`src/rtl/huff_bit_packer_if.sv`:
```
// Fragment-in / word-out bus of the DEFLATE bit packer.
// The master drives fragments, flush and FIFO status; the slave is the packer.
interface huff_bit_packer_if #(
    parameter int unsigned MAX_CODE_LEN = 25,
    parameter int unsigned LEN_WIDTH    = 5
);
    logic [MAX_CODE_LEN-1:0] code_data;
    logic [LEN_WIDTH-1:0]    code_len;
    logic                    code_valid;
    logic                    code_ready;
    logic                    flush;
    logic                    flush_ack;
    logic                    out_full;
    logic                    out_wren;
    logic [31:0]             out_data;
    logic [2:0]              out_nbytes;
    logic                    out_eof;
    logic [31:0]             word_count;

    modport master (
        output code_data, code_len, code_valid, flush, out_full,
        input  code_ready, flush_ack, out_wren, out_data, out_nbytes, out_eof, word_count
    );

    modport slave (
        input  code_data, code_len, code_valid, flush, out_full,
        output code_ready, flush_ack, out_wren, out_data, out_nbytes, out_eof, word_count
    );
endinterface

```
`src/rtl/huff_bit_packer.sv`:
```
// Packs variable-length code fragments LSB-first into 32-bit words; on flush the
// stream is byte-aligned and a final word carrying a byte count and EOF is written.
module huff_bit_packer #(
    parameter int unsigned MAX_CODE_LEN = 25,
    parameter int unsigned LEN_WIDTH    = 5,
    parameter int unsigned ACC_WIDTH    = 64
) (
    input logic             core_clock,
    input logic             rst_n,
    huff_bit_packer_if.slave bus
);
    localparam int unsigned CNT_W = $clog2(ACC_WIDTH + 1);
    localparam logic [CNT_W-1:0] WORD_BITS = CNT_W'(32);
    localparam logic [CNT_W-1:0] BYTE_PAD  = CNT_W'(7);
    localparam logic [LEN_WIDTH-1:0] LEN_MAX = LEN_WIDTH'(MAX_CODE_LEN);

    typedef enum logic [1:0] {StRun, StPad, StDrain, StDone} state_e;

    state_e                state_q, state_d;
    logic [ACC_WIDTH-1:0]  acc_q, acc_d;
    logic [CNT_W-1:0]      bit_cnt_q, bit_cnt_d;
    logic                  live_q;
    logic                  wren_q, wren_d;
    logic                  ack_q, ack_d;
    logic [31:0]           data_q, data_d;
    logic [2:0]            nbytes_q, nbytes_d;
    logic                  eof_q, eof_d;
    logic [31:0]           wcount_q, wcount_d;

    logic                    have_word;
    logic                    code_ready;
    logic [LEN_WIDTH-1:0]    len_eff;
    logic [MAX_CODE_LEN-1:0] frag;
    logic [ACC_WIDTH-1:0]    frag_shift;

    assign have_word  = (bit_cnt_q >= WORD_BITS);
    // live_q keeps code_ready low for the first cycle after reset release.
    assign code_ready = live_q && (state_q == StRun) && !have_word;

    always_comb begin
        len_eff = (bus.code_len > LEN_MAX) ? LEN_MAX : bus.code_len;
        frag    = '0;
        for (int i = 0; i < int'(MAX_CODE_LEN); i++) begin
            frag[i] = bus.code_data[i] && (i < int'(len_eff));
        end
        frag_shift = ACC_WIDTH'(frag) << bit_cnt_q;
    end

    always_comb begin
        state_d   = state_q;
        acc_d     = acc_q;
        bit_cnt_d = bit_cnt_q;
        wren_d    = 1'b0;
        ack_d     = 1'b0;
        data_d    = data_q;
        nbytes_d  = nbytes_q;
        eof_d     = eof_q;
        wcount_d  = wcount_q;

        unique case (state_q)
            StRun, StDrain: begin
                if (have_word) begin
                    if (!bus.out_full) begin
                        wren_d    = 1'b1;
                        data_d    = acc_q[31:0];
                        nbytes_d  = 3'd4;
                        eof_d     = 1'b0;
                        acc_d     = acc_q >> 32;
                        bit_cnt_d = bit_cnt_q - WORD_BITS;
                        wcount_d  = wcount_q + 32'd1;
                    end
                end else if (state_q == StDrain) begin
                    if (!bus.out_full) begin
                        // bit_cnt is byte-aligned and below 32 here.
                        wren_d    = 1'b1;
                        data_d    = acc_q[31:0];
                        nbytes_d  = 3'(bit_cnt_q[CNT_W-1:3]);
                        eof_d     = 1'b1;
                        wcount_d  = wcount_q + 32'd1;
                        acc_d     = '0;
                        bit_cnt_d = '0;
                        state_d   = StDone;
                    end
                end else if (bus.code_valid && code_ready) begin
                    acc_d     = acc_q | frag_shift;
                    bit_cnt_d = bit_cnt_q + CNT_W'(len_eff);
                end else if (!bus.code_valid && bus.flush && live_q) begin
                    ack_d   = 1'b1;
                    state_d = StPad;
                end
            end
            StPad: begin
                bit_cnt_d = (bit_cnt_q + BYTE_PAD) & ~BYTE_PAD;
                state_d   = StDrain;
            end
            StDone: begin
                if (!bus.flush) begin
                    acc_d     = '0;
                    bit_cnt_d = '0;
                    state_d   = StRun;
                end
            end
            default: state_d = StRun;
        endcase
    end

    always_ff @(posedge core_clock) begin
        if (!rst_n) begin
            state_q   <= StRun;
            acc_q     <= '0;
            bit_cnt_q <= '0;
            live_q    <= 1'b0;
            wren_q    <= 1'b0;
            ack_q     <= 1'b0;
            data_q    <= '0;
            nbytes_q  <= '0;
            eof_q     <= 1'b0;
            wcount_q  <= '0;
        end else begin
            state_q   <= state_d;
            acc_q     <= acc_d;
            bit_cnt_q <= bit_cnt_d;
            live_q    <= 1'b1;
            wren_q    <= wren_d;
            ack_q     <= ack_d;
            data_q    <= data_d;
            nbytes_q  <= nbytes_d;
            eof_q     <= eof_d;
            wcount_q  <= wcount_d;
        end
    end

    assign bus.code_ready = code_ready;
    assign bus.flush_ack  = ack_q;
    assign bus.out_wren   = wren_q;
    assign bus.out_data   = data_q;
    assign bus.out_nbytes = nbytes_q;
    assign bus.out_eof    = eof_q;
    assign bus.word_count = wcount_q;
endmodule

```
`src/flat_wrapper.sv`:
```
// flat-port wrapper written by rule: the top's interface ports become plain ports
module huff_bit_packer_flat 
#(
    parameter int unsigned MAX_CODE_LEN = 25,
    parameter int unsigned LEN_WIDTH    = 5,
    parameter int unsigned ACC_WIDTH    = 64
)
  (core_clock, rst_n, bus_code_data, bus_code_len, bus_code_valid, bus_flush, bus_out_full, bus_code_ready, bus_flush_ack, bus_out_wren, bus_out_data, bus_out_nbytes, bus_out_eof, bus_word_count);
  huff_bit_packer_if #(.MAX_CODE_LEN(MAX_CODE_LEN), .LEN_WIDTH(LEN_WIDTH)) bus_i ();
  input logic core_clock;
  input logic rst_n;
  input wire logic [$bits(bus_i.code_data)-1:0] bus_code_data;
  input wire logic [$bits(bus_i.code_len)-1:0] bus_code_len;
  input wire logic [$bits(bus_i.code_valid)-1:0] bus_code_valid;
  input wire logic [$bits(bus_i.flush)-1:0] bus_flush;
  input wire logic [$bits(bus_i.out_full)-1:0] bus_out_full;
  output wire logic [$bits(bus_i.code_ready)-1:0] bus_code_ready;
  output wire logic [$bits(bus_i.flush_ack)-1:0] bus_flush_ack;
  output wire logic [$bits(bus_i.out_wren)-1:0] bus_out_wren;
  output wire logic [$bits(bus_i.out_data)-1:0] bus_out_data;
  output wire logic [$bits(bus_i.out_nbytes)-1:0] bus_out_nbytes;
  output wire logic [$bits(bus_i.out_eof)-1:0] bus_out_eof;
  output wire logic [$bits(bus_i.word_count)-1:0] bus_word_count;
  assign bus_i.code_data = bus_code_data;
  assign bus_i.code_len = bus_code_len;
  assign bus_i.code_valid = bus_code_valid;
  assign bus_i.flush = bus_flush;
  assign bus_i.out_full = bus_out_full;
  assign bus_code_ready = bus_i.code_ready;
  assign bus_flush_ack = bus_i.flush_ack;
  assign bus_out_wren = bus_i.out_wren;
  assign bus_out_data = bus_i.out_data;
  assign bus_out_nbytes = bus_i.out_nbytes;
  assign bus_out_eof = bus_i.out_eof;
  assign bus_word_count = bus_i.word_count;
  huff_bit_packer #(.MAX_CODE_LEN(MAX_CODE_LEN), .LEN_WIDTH(LEN_WIDTH), .ACC_WIDTH(ACC_WIDTH)) u_core (.core_clock(core_clock), .rst_n(rst_n), .bus(bus_i));
endmodule
```
`config.mk`:
```
export PLATFORM = sky130hd
export DESIGN_NAME = huff_bit_packer_flat
export DESIGN_NICKNAME = d
export VERILOG_FILES = /design/src/rtl/huff_bit_packer_if.sv /design/src/rtl/huff_bit_packer.sv /design/src/flat_wrapper.sv
export SDC_FILE = /design/constraint.sdc
export NUM_CORES = 1
export LEC_CHECK = 0
export CORE_MARGIN = 2
export CORE_UTILIZATION = 50
export DETAILED_ROUTE_END_ITERATION = 12
export GPL_ROUTABILITY_DRIVEN = 0
export GPL_TIMING_DRIVEN = 1
export PLACE_DENSITY = 0.78
export SYNTH_ARGS = -nofsm -noshare
export SYNTH_HDL_FRONTEND = slang
export SYNTH_SLANG_ARGS = --single-unit
```
`constraint.sdc`:
```
create_clock -name core_clock -period 5.1 [get_ports core_clock]
set_clock_uncertainty 0.1 [all_clocks]
set_input_delay 1.02 -clock core_clock [delete_from_list [all_inputs] [get_ports core_clock]]
set_output_delay 1.02 -clock core_clock [all_outputs]
set_load 0.05 [all_outputs]
```
==> impl_metrics.csv <==
group,metric,value,unit
die,die_y,137,µm
timing,tightest_slew,1.01,ns
timing,hold_violations,0,
power,power.density,471,nW/µm²
run,drv_cap,0,
setup_path,path_class,"flip-flop to primary output",
yosys,yosys_warnings,0,
setup_path,critPathBufInv,1,
clock_tree,cts_buffer_depth,2,
drt,drt_iter0_markers,1263,
setup_path,cp_data_arrival_time,3.09,ns
timing,max_freq,237,MHz
placement,place_area,9940,µm²
timing,setup_viol,0,
cells_and_area,diodes,0,
setup_path,crit_fanout,20,
clock_tree,cts_setup_buffers,0,
cells_and_area,fin_area,10500,µm²
timing,final_max_slew_viol_count,0,
drt,wire_per_inst,19.7,µm
die,die_area,18700,µm²
clock_tree,clk_pin_slew,0.06,ns
timing,finalCritPeriodShare,82.6,%
die,dieWidth,137,µm
placement,io_buffers,105,
min_path,hp-class,"flip-flop to flip-flop",
global_routing,grt_usage,30.6,%
yosys,synthesis.area,8820,µm²
timing,setup_tns,0,ns
drt,vias_per_cell,6.59,
drt,drtPass1Iterations,7,
global_routing,grt_pass1_wl,45.4,mm
die,core-area,17300,µm²
setup_path,crit_path_cell_trace,"nor3_1, a21oi_1, and3_1, clkdlybuf4s50_1",
clock_tree,postCtsHoldBufs,0,
power,power.leakage,3.72,nW
power,vdd_ir_drop_max,0.382,mV
yosys,synth_top_area_share,32.7,%
die,fp-row-count,48,
power,p_total,4.96,mW
yosys,synth-seq-area-share,32.7,%
yosys,synth_edf_count,0,
die,start_util,51.0,%
clock_tree,h-tree-depth,4,
yosys,synth_area_leader_cell,"dfxtp_1",
timing,period_needed,4.21,ns
global_routing,grt_pass1_vias,8630,
drt,vias,9536,
yosys,async_flop_share,0,%
yosys,avgSynthCellArea,7.65,µm²
yosys,synth-seq-cells,144,
clock_tree,numCtsBuffers,17,
setup_path,critPathMaxStageDelay,0.90,ns
timing,rsz0062_at_grt,"false",
outcome,status,"finished, final reports clean",
setup_path,crit_required,3.98,ns
setup_path,crit_start,"u_core.bit_cnt_q[0]$_SDFFE_PN0P_",
yosys,ys_top_cells_by_count,"174 x nand2_1, 144 x dfxtp_1, 119 x nor2_1, 88 x a21oi_1, 56 x o21ai_0",
die,ios,106,
yosys,synthTopCellsByArea,"dfxtp_1 33%, nand2_1 7.4%, nor2_1 5.1%",
global_routing,overflow,0,
setup_path,start_kind,"flip-flop",
global_routing,grt_max_degree,97,
clock_tree,cts_tree,"built",
drt,wl,28.5,mm
cells_and_area,syn2layout_area_growth,19.4,%
cells_and_area,nNetsFinal,1256,
yosys,yosysMostFrequentCell,"nand2_1",
setup_path,crit_path_end_kind,"primary output",
min_path,worstHoldStart,"u_core.acc_q[60]$_SDFFE_PN0P_",
cells_and_area,drive_gt1_share,7.70,%
setup_path,cp_top_family,"flip-flops",
timing,maxSlewHeadroom,32.6,%
yosys,syn-num-nets,1199,
clock_tree,cts.sinks,144,
setup_path,timing.rr.start,"u_core.bit_cnt_q[0]$_SDFFE_PN0P_",
global_routing,grt_antenna_before_repair,0,
drt,ant_nets,0,
drt,drc_errors,0,
yosys,synth_cell_types,84,
clock_tree,cts_root_buf,"clkbuf_16",
yosys,synthCells,1152,
yosys,synth_flop_cell,"dfxtp_1",
placement,dpl.hpwl,20.3,mm
clock_tree,clk_latency,0.43,ns
setup_path,slowest_stage,"dfxtp_1",
clock_tree,ctsResizeCount,0,
## registers in the layout, indices dropped and copies added (netlist names)
| name | flops |
|---|---|
| u_core.acc_q | 64 |
| u_core.bit_cnt_q | 7 |
| u_core.bus.flush_ack | 1 |
| u_core.bus.out_data | 32 |
| u_core.bus.out_eof | 1 |
| u_core.bus.out_nbytes | 3 |
| u_core.bus.out_wren | 1 |
| u_core.bus.word_count | 32 |
| u_core.live_q | 1 |
| u_core.state_q | 2 |
## tightest hold or removal path: cells and delay by family (launching register included)
family           cells  cell delay [ns]
and+or+nand+nor      2             0.09
DFF                  1             0.31
## routing by layer
metal	share of wire, %	wire length (µm)	global-route usage [%]	vias to the layer above
met1	40	11400	39.6	4402
met5	0	0	0	-
met3	11	3150	8.26	145
met2	44	12500	46.5	604
li1	-	-	-	4385
met4	4.9	1410	16.3	0
## area by class of cell
type,count,area (µm²)
inverters,26,97.6
clock inverters,13,163
clock buffers,18,429
multi-input cells,894,5470
flip-flops and latches,144,2880
fillers,1586,6770
well taps,225,282
repair buffers,126,1210
## power breakdown
group | internal, mW | switching [mW]
Combinational | 0.703 | 1.56
Clock | 0.767 | 0.483
Sequential | 1.29 | 0.155
## cell usage in the layout, fill, tap and decap left out, drive strengths merged, types with 16 or more instances in the layout
cell / count
nand2: 175
dfxtp: 144
nor2: 119
clkdlybuf4s50: 105
a21oi: 89
o21ai: 58
nand3: 34
inv: 28
a22oi: 24
nor3: 23
and2: 22
buf: 21
mux2i: 19
xor2: 18
clkbuf: 18
o221ai: 16
## through the flow
| stage | util (%) | setup slack (ns) | std cells | hold WS (ns) |
|---|---|---|---|---|
| after detailed placement | 57.5 | 0.811 | 1415 | 0.334 |
| final | 60.9 | 0.886 | 1446 | 0.347 |
| after CTS | 60.9 | 0.978 | 1446 | 0.348 |
| after global routing | 60.9 | 0.771 | 1446 | 0.367 |
| after floorplan | - | 1.39 | 1152 | 0.316 |
| after global placement | 57.5 | 0.928 | 1415 | 0.330 |
## path summary, 6_finish.rpt
kind	endpoint	slack, ns	cells after the start
worst max register to register	u_core.acc_q[42]$_SDFFE_PN0P_	1.28	6
worst max-delay path	bus_code_ready	0.89	4
worst min-delay path	u_core.acc_q[60]$_SDFFE_PN0P_	0.35	2
worst min register to register	u_core.acc_q[60]$_SDFFE_PN0P_	0.35	2
## kinds of logic (layout without fill, tap and decap cells)
logic type,count (synthesis),in the layout,share of synthesized area [%]
multiplexers,31,31,3.94
AND/OR/NAND/NOR,456,456,24.1
XOR/XNOR,31,31,3.08
flip-flops,144,144,32.7
AO/OA/AOI/OAI,363,363,28.9
buffers and inverters,114,183,5.31
adder cells (fa/ha/maj),13,13,1.90
No activity file was read; power rests on OpenSTA's default activity.
